==> config.mk <==
export PLATFORM = sky130hd
export DESIGN_NAME = mipi_frame_arbiter_flat
export DESIGN_NICKNAME = d
export VERILOG_FILES = /design/src/rtl/mipi_pkg.sv /design/src/rtl/mipi_frame_arbiter_if.sv /design/src/rtl/mipi_frame_arbiter_rr_pick.sv /design/src/rtl/mipi_frame_arbiter.sv /design/src/flat_wrapper.sv
export SDC_FILE = /design/constraint.sdc
export NUM_CORES = 1
export LEC_CHECK = 0
export CORE_UTILIZATION = 49
export CTS_BUF_LIST = sky130_fd_sc_hd__clkbuf_8 sky130_fd_sc_hd__clkbuf_16
export CTS_CLUSTER_DIAMETER = 120
export CTS_CLUSTER_SIZE = 30
export DETAILED_ROUTE_END_ITERATION = 8
export PLACE_DENSITY = 0.8
export SLEW_MARGIN = 25
export SYNTH_ARGS = -nofsm -noshare
export SYNTH_HDL_FRONTEND = slang
export SYNTH_SLANG_ARGS = --single-unit
==> constraint.sdc <==
create_clock -name clk -period 3.02 [get_ports clk]
set_input_delay 0.604 -clock clk [delete_from_list [all_inputs] [get_ports clk]]
set_output_delay 0.604 -clock clk [all_outputs]
set_load 0.01 [all_outputs]
==> src/rtl/mipi_pkg.sv <==
// Shared types and constants for the MIPI capture path: arbiter states,
// channel limits and CSI-2 short-packet data types.
package mipi_pkg;

    typedef enum logic [1:0] {IDLE, STREAM, GAP, ABORT} arb_state_t;

    localparam int MAX_CAM = 4;

    localparam logic [7:0] MIPI_FRAME_START = 8'h00;
    localparam logic [7:0] MIPI_FRAME_END   = 8'h01;
    localparam logic [7:0] MIPI_ROW_START   = 8'h02;

    // Index width for n channels; never below one bit so a 1-entry select stays legal.
    function automatic int idx_w(input int n);
        return (n > 1) ? $clog2(n) : 1;
    endfunction

endpackage

==> src/rtl/mipi_frame_arbiter_if.sv <==
// Per-camera extractor signals plus the shared AXI-Stream DMA port.
// The arbiter is the stream master toward the DMA.
interface mipi_frame_arbiter_if #(parameter int NUM_CAM = 2);
    logic [NUM_CAM-1:0]   s_new_frame;
    logic [8*NUM_CAM-1:0] s_pixel_data;
    logic [NUM_CAM-1:0]   s_pixel_valid;
    logic [NUM_CAM-1:0]   s_row_done;
    logic [NUM_CAM-1:0]   s_frame_done;
    logic [NUM_CAM-1:0]   s_dma_ready;
    logic [7:0]           m_tdata;
    logic                 m_tvalid;
    logic                 m_tlast;
    logic                 m_tuser;
    logic [1:0]           m_tdest;
    logic                 m_tready;
    logic [9:0]           row_cnt;

    modport master (
        input  s_new_frame, s_pixel_data, s_pixel_valid, s_row_done, s_frame_done, m_tready,
        output s_dma_ready, m_tdata, m_tvalid, m_tlast, m_tuser, m_tdest, row_cnt
    );

    modport slave (
        output s_new_frame, s_pixel_data, s_pixel_valid, s_row_done, s_frame_done, m_tready,
        input  s_dma_ready, m_tdata, m_tvalid, m_tlast, m_tuser, m_tdest, row_cnt
    );
endinterface

==> src/rtl/mipi_frame_arbiter_rr_pick.sv <==
// Combinational round-robin selector: first requester after 'last', wrapping.
module rr_pick
    import mipi_pkg::*;
#(
    parameter int N = 2,
    parameter int W = idx_w(N)
) (
    input  logic [N-1:0] req,
    input  logic [W-1:0] last,
    output logic [W-1:0] grant,
    output logic         found
);

    always_comb begin
        int c;
        grant = '0;
        found = 1'b0;
        c     = 0;
        for (int k = 1; k <= N; k++) begin
            c = (int'(last) + k) % N;
            if (!found && req[W'(c)]) begin
                found = 1'b1;
                grant = W'(c);
            end
        end
    end

endmodule

==> src/rtl/mipi_frame_arbiter.sv <==
// Shares one DMA stream between NUM_CAM extractors, a whole frame per grant,
// round-robin, with a forced idle gap between frames and a stall watchdog.
module mipi_frame_arbiter
    import mipi_pkg::*;
#(
    parameter int NUM_CAM    = 2,
    parameter int ROW_NUM    = 800,
    parameter int GAP_CYCLES = 16,
    parameter int TIMEOUT    = 4096
) (
    input  logic                        clk,
    input  logic                        rst_n,
    mipi_frame_arbiter_if.master        bus,
    output logic [7:0]                  dropped_frames,
    output logic                        timeout_err
);

    localparam int GW = idx_w(NUM_CAM);
    localparam int IW = $clog2(TIMEOUT + 1);
    localparam int CW = $clog2(GAP_CYCLES + 1);

    if (NUM_CAM < 2 || NUM_CAM > MAX_CAM || ROW_NUM > 1023 || GAP_CYCLES < 1) begin : g_param_check
        $error("mipi_frame_arbiter: unsupported parameter set");
    end

    arb_state_t                 state;
    logic [GW-1:0]              grant, last_grant, pick;
    logic                       found;
    logic [NUM_CAM-1:0]         pend, gmask, pick_mask, active_mask, clr, drops;
    logic [NUM_CAM-1:0][7:0]    pix;
    logic                       sof_pending, streaming, sinking, g_valid, g_done;
    logic [9:0]                 row_cnt;
    logic [IW-1:0]              idle_cnt;
    logic [CW-1:0]              gap_cnt;
    logic [1:0]                 tdest;
    logic [2:0]                 drop_n;
    logic [8:0]                 drop_sum;

    rr_pick #(.N(NUM_CAM), .W(GW)) u_pick (
        .req   (pend),
        .last  (last_grant),
        .grant (pick),
        .found (found)
    );

    assign pix         = bus.s_pixel_data;
    assign streaming   = (state == STREAM);
    assign sinking     = (state == ABORT);
    assign gmask       = NUM_CAM'(1) << grant;
    assign pick_mask   = NUM_CAM'(1) << pick;
    assign active_mask = (streaming || sinking) ? gmask : '0;
    assign clr         = (state == IDLE && found) ? pick_mask : '0;
    assign g_valid     = bus.s_pixel_valid[grant];
    assign g_done      = bus.s_frame_done[grant];

    // Zero-latency forwarding from the registered grant.
    assign bus.m_tvalid    = streaming & g_valid;
    assign bus.m_tdata     = streaming ? pix[grant] : '0;
    assign bus.m_tlast     = streaming & g_valid & bus.s_row_done[grant];
    assign bus.m_tuser     = sof_pending & bus.m_tvalid;
    assign bus.m_tdest     = tdest;
    assign bus.s_dma_ready = streaming ? (gmask & {NUM_CAM{bus.m_tready}})
                           : (sinking ? gmask : '0);
    assign bus.row_cnt     = row_cnt;

    // A start pulse is lost if that channel already waits or currently owns the DMA.
    assign drops = bus.s_new_frame & (pend | active_mask);

    always_comb begin
        drop_n = '0;
        for (int i = 0; i < NUM_CAM; i++) drop_n = drop_n + 3'(drops[i]);
    end

    assign drop_sum = {1'b0, dropped_frames} + 9'(drop_n);

    always_ff @(posedge clk) begin
        if (!rst_n) begin
            state          <= IDLE;
            grant          <= '0;
            last_grant     <= GW'(NUM_CAM - 1);
            pend           <= '0;
            tdest          <= '0;
            sof_pending    <= 1'b0;
            row_cnt        <= '0;
            idle_cnt       <= '0;
            gap_cnt        <= '0;
            dropped_frames <= '0;
            timeout_err    <= 1'b0;
        end else begin
            pend           <= (pend | (bus.s_new_frame & ~active_mask)) & ~clr;
            dropped_frames <= drop_sum[8] ? 8'hFF : drop_sum[7:0];
            case (state)
                IDLE: begin
                    if (found) begin
                        grant       <= pick;
                        last_grant  <= pick;
                        tdest       <= 2'(pick);
                        row_cnt     <= '0;
                        idle_cnt    <= '0;
                        sof_pending <= 1'b1;
                        state       <= STREAM;
                    end
                end
                STREAM: begin
                    if (bus.m_tvalid && bus.m_tready) sof_pending <= 1'b0;
                    if (bus.m_tlast && bus.m_tready) row_cnt <= row_cnt + 10'd1;
                    if (g_done) begin
                        gap_cnt <= '0;
                        state   <= GAP;
                    end else if (g_valid) begin
                        idle_cnt <= '0;
                    end else if (idle_cnt == IW'(TIMEOUT)) begin
                        timeout_err <= 1'b1;
                        state       <= ABORT;
                    end else begin
                        idle_cnt <= idle_cnt + IW'(1);
                    end
                end
                ABORT: begin
                    if (g_done) begin
                        gap_cnt <= '0;
                        state   <= GAP;
                    end
                end
                GAP: begin
                    if (gap_cnt == CW'(GAP_CYCLES - 1)) state <= IDLE;
                    else gap_cnt <= gap_cnt + CW'(1);
                end
                default: state <= IDLE;
            endcase
        end
    end

endmodule
==> src/flat_wrapper.sv <==
// flat-port wrapper written by rule: the top's interface ports become plain ports
module mipi_frame_arbiter_flat import mipi_pkg::*;
#(
    parameter int NUM_CAM    = 2,
    parameter int ROW_NUM    = 800,
    parameter int GAP_CYCLES = 16,
    parameter int TIMEOUT    = 4096
)
  (clk, rst_n, dropped_frames, timeout_err, bus_s_new_frame, bus_s_pixel_data, bus_s_pixel_valid, bus_s_row_done, bus_s_frame_done, bus_m_tready, bus_s_dma_ready, bus_m_tdata, bus_m_tvalid, bus_m_tlast, bus_m_tuser, bus_m_tdest, bus_row_cnt);
  mipi_frame_arbiter_if #(.NUM_CAM(NUM_CAM)) bus_i ();
  input  logic clk;
  input  logic rst_n;
  output logic [7:0] dropped_frames;
  output logic timeout_err;
  input wire logic [$bits(bus_i.s_new_frame)-1:0] bus_s_new_frame;
  input wire logic [$bits(bus_i.s_pixel_data)-1:0] bus_s_pixel_data;
  input wire logic [$bits(bus_i.s_pixel_valid)-1:0] bus_s_pixel_valid;
  input wire logic [$bits(bus_i.s_row_done)-1:0] bus_s_row_done;
  input wire logic [$bits(bus_i.s_frame_done)-1:0] bus_s_frame_done;
  input wire logic [$bits(bus_i.m_tready)-1:0] bus_m_tready;
  output wire logic [$bits(bus_i.s_dma_ready)-1:0] bus_s_dma_ready;
  output wire logic [$bits(bus_i.m_tdata)-1:0] bus_m_tdata;
  output wire logic [$bits(bus_i.m_tvalid)-1:0] bus_m_tvalid;
  output wire logic [$bits(bus_i.m_tlast)-1:0] bus_m_tlast;
  output wire logic [$bits(bus_i.m_tuser)-1:0] bus_m_tuser;
  output wire logic [$bits(bus_i.m_tdest)-1:0] bus_m_tdest;
  output wire logic [$bits(bus_i.row_cnt)-1:0] bus_row_cnt;
  assign bus_i.s_new_frame = bus_s_new_frame;
  assign bus_i.s_pixel_data = bus_s_pixel_data;
  assign bus_i.s_pixel_valid = bus_s_pixel_valid;
  assign bus_i.s_row_done = bus_s_row_done;
  assign bus_i.s_frame_done = bus_s_frame_done;
  assign bus_i.m_tready = bus_m_tready;
  assign bus_s_dma_ready = bus_i.s_dma_ready;
  assign bus_m_tdata = bus_i.m_tdata;
  assign bus_m_tvalid = bus_i.m_tvalid;
  assign bus_m_tlast = bus_i.m_tlast;
  assign bus_m_tuser = bus_i.m_tuser;
  assign bus_m_tdest = bus_i.m_tdest;
  assign bus_row_cnt = bus_i.row_cnt;
  mipi_frame_arbiter #(.NUM_CAM(NUM_CAM), .ROW_NUM(ROW_NUM), .GAP_CYCLES(GAP_CYCLES), .TIMEOUT(TIMEOUT)) u_core (.clk(clk), .rst_n(rst_n), .bus(bus_i), .dropped_frames(dropped_frames), .timeout_err(timeout_err));
endmodule
# Word level (Yosys, flattened, before mapping)
# Cells that the tools add are included.
dict set report op_classes {
  addsub 7
  multipliers 0
  n_div 0
  n_lt_le_gt_ge 3
  n_eq_ne 16
  shift 2
  n_mux 43
  bitwise_logic 13
  reduce_logical 17
}
# cell count
set op_table {}
lappend op_table {{$mux W13} 4}
lappend op_table {{$mux W8} 4}
lappend op_table {{$pmux W13 S2} 1}
lappend op_table {{$mux W10} 2}
lappend op_table {{$mux W2} 10}
lappend op_table {{$pmux W10 S2} 1}
lappend op_table {{$mux W1} 16}
lappend op_table {{$add A13 B1 Y13 const B} 1}
lappend op_table {{$eq A13 B13 Y1 const B} 1}
lappend op_table {{$add A10 B1 Y10 const B} 1}
lappend op_table {{$mux W5} 2}
lappend op_table {{$ne A2 B2 Y1 const B} 5}
lappend op_table {{$pmux W5 S2} 1}
lappend op_table {{$add A8 B3 Y9} 1}
lappend op_table {{$ne A3 B3 Y1 const B} 3}
lappend op_table {{$reduce_and A3 Y1} 3}
lappend op_table {{$and A2 B2 Y2} 4}
lappend op_table {{$pmux W2 S4} 1}
lappend op_table {{$reduce_and A4 Y1} 2}
lappend op_table {{$lt A1 B3 Y1 const B} 2}
lappend op_table {{$ne A2 B1 Y1 const B} 3}
lappend op_table {{$add A5 B1 Y5 const B} 1}
lappend op_table {{$eq A5 B4 Y1 const B} 1}
lappend op_table {{$reduce_and A5 Y1} 1}
lappend op_table {{other kinds (18)} 30}
dict set report word_totals {
  regBits 44
  latchBits 0
  ramBits 0
  romBits 0
  in_bits 27
  out_inout_bits 34
  wordCells 111
  memories 0
}

# Longest topological paths before layout
dict set report logic_depth {
  word_depth 12
  mapped_depth 11
  mapped_depth_nobuf 10
}

# Modules after synthesis
# From an unflattened synthesis, not the netlist that was laid out.
dict set report hier_totals {
  cells_unflattened 294
  hier_area_um2 2451.1
}
# module instances cells_per_inst area_each_um2 seq_area_each_um2
set by_module_without_submodules {}
lappend by_module_without_submodules {mipi_frame_arbiter 1 292 2429.8 880.8}
lappend by_module_without_submodules {rr_pick 1 2 21.3 0.0}

# Worst setup path after synthesis
# No wires, ideal clock.
dict set report synth_path {
  path_kind {register to register}
  start {register u_core.state[0]}
  end {register u_core.dropped_frames[0]}
  setup_time_ns 0.071
  t_arrival_ns 2.230
  required_ns 2.949
  path_slack_ns 0.720
  path_stages_with_launch 12
  path_buffers 1
  period_less_slack_ns 2.300
  cell_sequence {dfxtp_1 clkbuf_1 a21oi_1 nor2b_1 ha_1 ha_1 inv_1 fa_1 nand2b_1 nor2_1 nand3_1 a21oi_1}
}
dict set report synth_via {
  elab_chain_cells 8
  word_cells_on_any_way 9
  classes_between {add/sub: 2; eq/ne: 2; mux: 2; bitwise: 2; reduce/logical: 1}
}
# element line_no
set synth_rtl {}
lappend synth_rtl {{start: declaration} mipi_frame_arbiter.sv:26} ;# arb_state_t state;
lappend synth_rtl {{start signal: assignment} mipi_frame_arbiter.sv:78} ;# state <= IDLE;
lappend synth_rtl {{start signal: assignment} mipi_frame_arbiter.sv:101} ;# state <= STREAM;
lappend synth_rtl {{start signal: assignment} mipi_frame_arbiter.sv:109} ;# state <= GAP;
lappend synth_rtl {{$eq A2 B1 Y1 / $eq A2 B2 Y1 (equally long branches)} {mipi_frame_arbiter.sv:47, mipi_frame_arbiter.sv:48}}
lappend synth_rtl {{$logic_or A1 B1 Y1 (*)} mipi_frame_arbiter.sv:51} ;# assign active_mask = (streaming || sinking) ? gmask : '0;
lappend synth_rtl {{$mux W2 (*)} mipi_frame_arbiter.sv:51}
lappend synth_rtl {{$or A2 B2 Y2 (*)} mipi_frame_arbiter.sv:67} ;# assign drops = bus.s_new_frame & (pend | active_mask);
lappend synth_rtl {{$and A2 B2 Y2 (*)} mipi_frame_arbiter.sv:67}
lappend synth_rtl {{$add A1 B1 Y2 (*)} mipi_frame_arbiter.sv:71} ;# for (int i = 0; i < NUM_CAM; i++) drop_n = drop_n + 3'(drops[i]);
lappend synth_rtl {{$add A8 B3 Y9 (*)} mipi_frame_arbiter.sv:74} ;# assign drop_sum = {1'b0, dropped_frames} + 9'(drop_n);
lappend synth_rtl {{$mux W8 (*)} mipi_frame_arbiter.sv:91} ;# dropped_frames <= drop_sum[8] ? 8'hFF : drop_sum[7:0];
lappend synth_rtl {{end signal: assignment} mipi_frame_arbiter.sv:91}
lappend synth_rtl {{end: declaration} mipi_frame_arbiter.sv:14} ;# output logic [7:0] dropped_frames,
# Mark *: on every way between the ends. The rest lies on a longest branch, timed or not.
# A chain may end at the register's enable or synchronous reset.

# Worst setup path after layout
dict set report layout_path {
  start {input port bus_s_pixel_valid[1]}
  end {output port bus_m_tlast}
}
dict set report layout_via {
  elab_chain_cells 4
}
# element line_no
set layout_rtl {}
lappend layout_rtl {{start: declaration} flat_wrapper.sv:17} ;# input wire logic [$bits(bus_i.s_pixel_valid)-1:0] bus_s_pixel_valid;
lappend layout_rtl {{$mux W1 (implied by the code) (2 in a row)} mipi_frame_arbiter.sv:53} ;# assign g_valid = bus.s_pixel_valid[grant];
lappend layout_rtl {{$and A1 B1 Y1 (2 in a row)} mipi_frame_arbiter.sv:59} ;# assign bus.m_tlast = streaming & g_valid & bus.s_row_done[grant];
lappend layout_rtl {{end: declaration} flat_wrapper.sv:24} ;# output wire logic [$bits(bus_i.m_tlast)-1:0] bus_m_tlast;
# No other way between the ends. The select of a mux whose other input is x is not followed.

==> flow_summary.toml <==
[logic_synthesis]
synth_most_common_cell = "dfxtp_1"
synth_top_area_cell = "dfxtp_1"
synth_mux_area_share_pct = 7.861
syn_nets = 339
synth_fa_ha_area_share_pct = 4.900
synth_top_family_by_area = "simple AND/OR/NAND/NOR gates"
yosys.area.top_type_share_pct = 35.94
synth_flop_cell = "dfxtp_1"
synthXorXnorAreaFrac_pct = 2.144
synth.avg_cell_area_sq_um = 8.089
syn_area_sq_um = 2451
synth.area.top_cells = "dfxtp_1 36%, a21oi_1 6.9%, mux2i_1 6.9%"
ys_types = 46
yosysSeqAreaShare_pct = 35.94
ys_async_sr_fraction_pct = 0
syn_inst = 303
ys_ff_latch = 44
synth-compound-area-share_pct = 15.42
synth_edf_count = 0
netlist_top_cells_count = "44 x dfxtp_1, 34 x a21oi_1, 25 x nor2_1"
synth_simple_gate_area_share_pct = 28.08
yosys_warnings = 0

[clock_tree]
cts_buffer_depth = 2
cts_buffers = 5
cts_tree = "yes"
cts_setup_buffers = 0
root_buffer = "clkbuf_8"
clk_pin_slew_worst_paths_ns = 0.08
htree_levels = 2
post_cts_resized = 0
ctsHoldBuffers = 0
clock_latency_ns = 0.30
cts.sinks = 44

[layout]
num_antenna_cells = 0
layout-drive-gt1-share_pct = 6.077
seqCellArea_sq_um = 880.8
nets = 398
multiInputGateArea_sq_um = 1435
synthToLayoutAreaGrowth_pct = 30.22
fillCellCount = 434

[sta]
min_period_ns = 2.791
rsz0062_at_grt = "no"
setup_viol = 0
slew_headroom_pct = 56.63
finalCritPeriodShare_pct = 92.42
finalMaxSlewViolations = 0
max_freq_mhz = 358.3
worstMarginPinSlew_ns = 0.6505
hold_viol_final = 0
fin_tns_setup_ns = 0
finalClockSkew_ns = 0.007716

[power_and_ir_drop]
irDropWorstVdd_v = 0.0002179
p_leak_nw = 1.095
fin_total_pwr_w = 0.001238
power-per-cell-area_nw_per_um2 = 388.0

[grt]
grt_pass1_wl_microns = 9542
grt_antenna_before_repair = 0
grt.total_usage_pct = 22.89
grt_pass1_vias = 2209
grt_max_degree = 18
grt-ovfl-total = 0

[detailed_routing]
wire_per_inst_microns = 13.31
drt-initial-drc-count = 77
routed_wl_microns = 5708
drt_drc_violations_left = 0
drtPass1Iterations = 4
avgViaCountPerCell = 5.641
ant_nets = 0
vias = 2420

[floorplan]
initial_utilization_pct = 51.55
die_w_microns = 72.73
core_sq_um = 4755
fp.dieH_microns = 72.73
rows = 25
io_pins = 61
die-area_sq_um = 5289

[critical_path]
crit_path_start_kind = "input pin"
end_kind = "primary output"
critical_path_arrival_ns = 2.19
path_class = "in2out"
crit_required_ns = 2.42
path_max_fanout = 5

[placement]
port_buffers = 59
dp_hpwl_microns = 4345
place.gp.congestion = 0.8254

[min_path]
hold_class = "reg2reg"

[outcome]
status = "complete, no violations"

[flow_run]
maxCapViolations = 0
registers in the layout, indices dropped and copies added (netlist names):
register	count
u_core.last_grant	1
u_core.state	2
u_core.timeout_err	1
u_core.bus.row_cnt	10
u_core.grant	1
u_core.gap_cnt	5
u_core.sof_pending	1
u_core.idle_cnt	13
u_core.pend	2
u_core.dropped_frames	8
cell usage in the layout (no fill, tap or decap), types with 2 or more instances in the layout:
cell type / netlist / layout
dfxtp_1: 44 / 44
nand2_1: 24 / 24
nand2b_1: 5 / 5
nand4_1: 7 / 7
or4_1: 6 / 6
inv_1: 19 / 20
nor4bb_1: 2 / 2
and3_1: 7 / 7
nor2b_1: 3 / 3
buf_4: 3 / 7
nand3b_1: 2 / 2
nor4_1: 5 / 5
a211oi_1: 3 / 3
and4_1: 2 / 2
mux2_2: 2 / 2
a31oi_1: 3 / 3
nor3_1: 2 / 2
o21ai_0: 14 / 14
clkbuf_8: 0 / 5
o31ai_1: 2 / 2
xor2_1: 5 / 5
or3_1: 10 / 10
or2_2: 2 / 2
mux2i_1: 17 / 17
ha_1: 8 / 8
nor2_1: 25 / 25
nand3_1: 16 / 16
o211ai_1: 3 / 3
a21oi_1: 34 / 34
nand4b_1: 2 / 2
clkdlybuf4s50_1: 0 / 59
worst max-delay path, stage by stage:
cell	delay, ns
clkdlybuf4s50_1	0.50
mux2i_1	0.19
nor3_1	0.31
clkdlybuf4s50_1	0.59
worst paths after layout:
kind	startpoint	end	slack [ns]	cells past startpoint
worst min-delay path	u_core.idle_cnt[10]$_SDFFE_PN0P_	u_core.idle_cnt[10]$_SDFFE_PN0P_	0.47	2
worst max register to register	u_core.state[0]$_SDFFE_PN0P_	u_core.dropped_frames[0]$_SDFF_PN0_	0.58	10
worst min register to register	u_core.idle_cnt[10]$_SDFFE_PN0P_	u_core.idle_cnt[10]$_SDFFE_PN0P_	0.47	2
worst max-delay path	bus_s_pixel_valid[1]	bus_m_tlast	0.23	4
report_power, final:
part           switching, W  total, W  leakage (nW)  internal [W]
logic              0.000143  0.000273         0.693      0.000131
registers         0.0000192  0.000618         0.356      0.000599
clock network      0.000193  0.000347        0.0452      0.000154
total              0.000354   0.00124          1.09      0.000884
kinds of logic (layout without fill, tap and decap cells):
kind of cell | Yosys count | after routing
buffers and inverters | 33 | 92
xor gates and xnor gates | 6 | 6
and+or+nand+nor | 126 | 126
other | 1 | 1
DFF | 44 | 44
AOI/OAI and AO/OA | 65 | 65
adders and majority gates | 9 | 9
muxes | 19 | 19
metal layers:
layer / global-route usage (%) / vias up / share of wire (%)
met1: 28.49 / 1124 / 46
met3: 5.663 / 8 / 5.1
met5: 0 / - / 0
li1: - / 1208 / -
met4: 6.100 / 0 / 1.2
met2: 39.46 / 80 / 48
final cells by class:
cell class              count  area share (%)
clock buffers               5           2.156
clock inverters             2          0.2744
inverters                  19           2.234
multi-input cells         226           44.96
flip-flops and latches     44           27.60
well taps                  67           2.626
repair buffers             66           20.15
metrics by stage:
stage / util (%) / hold slack, ns / instance area, sq um / std cells / worst slack (ns)
after floorplan: - / 0.4375 / 2451 / 303 / 0.7199
after CTS: 67.13 / 0.4737 / 3192 / 429 / 0.2320
final: 67.13 / 0.4738 / 3192 / 429 / 0.2290
after detailed placement: 65.50 / 0.4617 / 3114 / 422 / 0.09131
after global placement: 65.50 / 0.4542 / 3114 / 422 / 0.2263
after global routing: 67.13 / 0.4964 / 3192 / 429 / 0.1150
(Power assumes the default switching activity.)
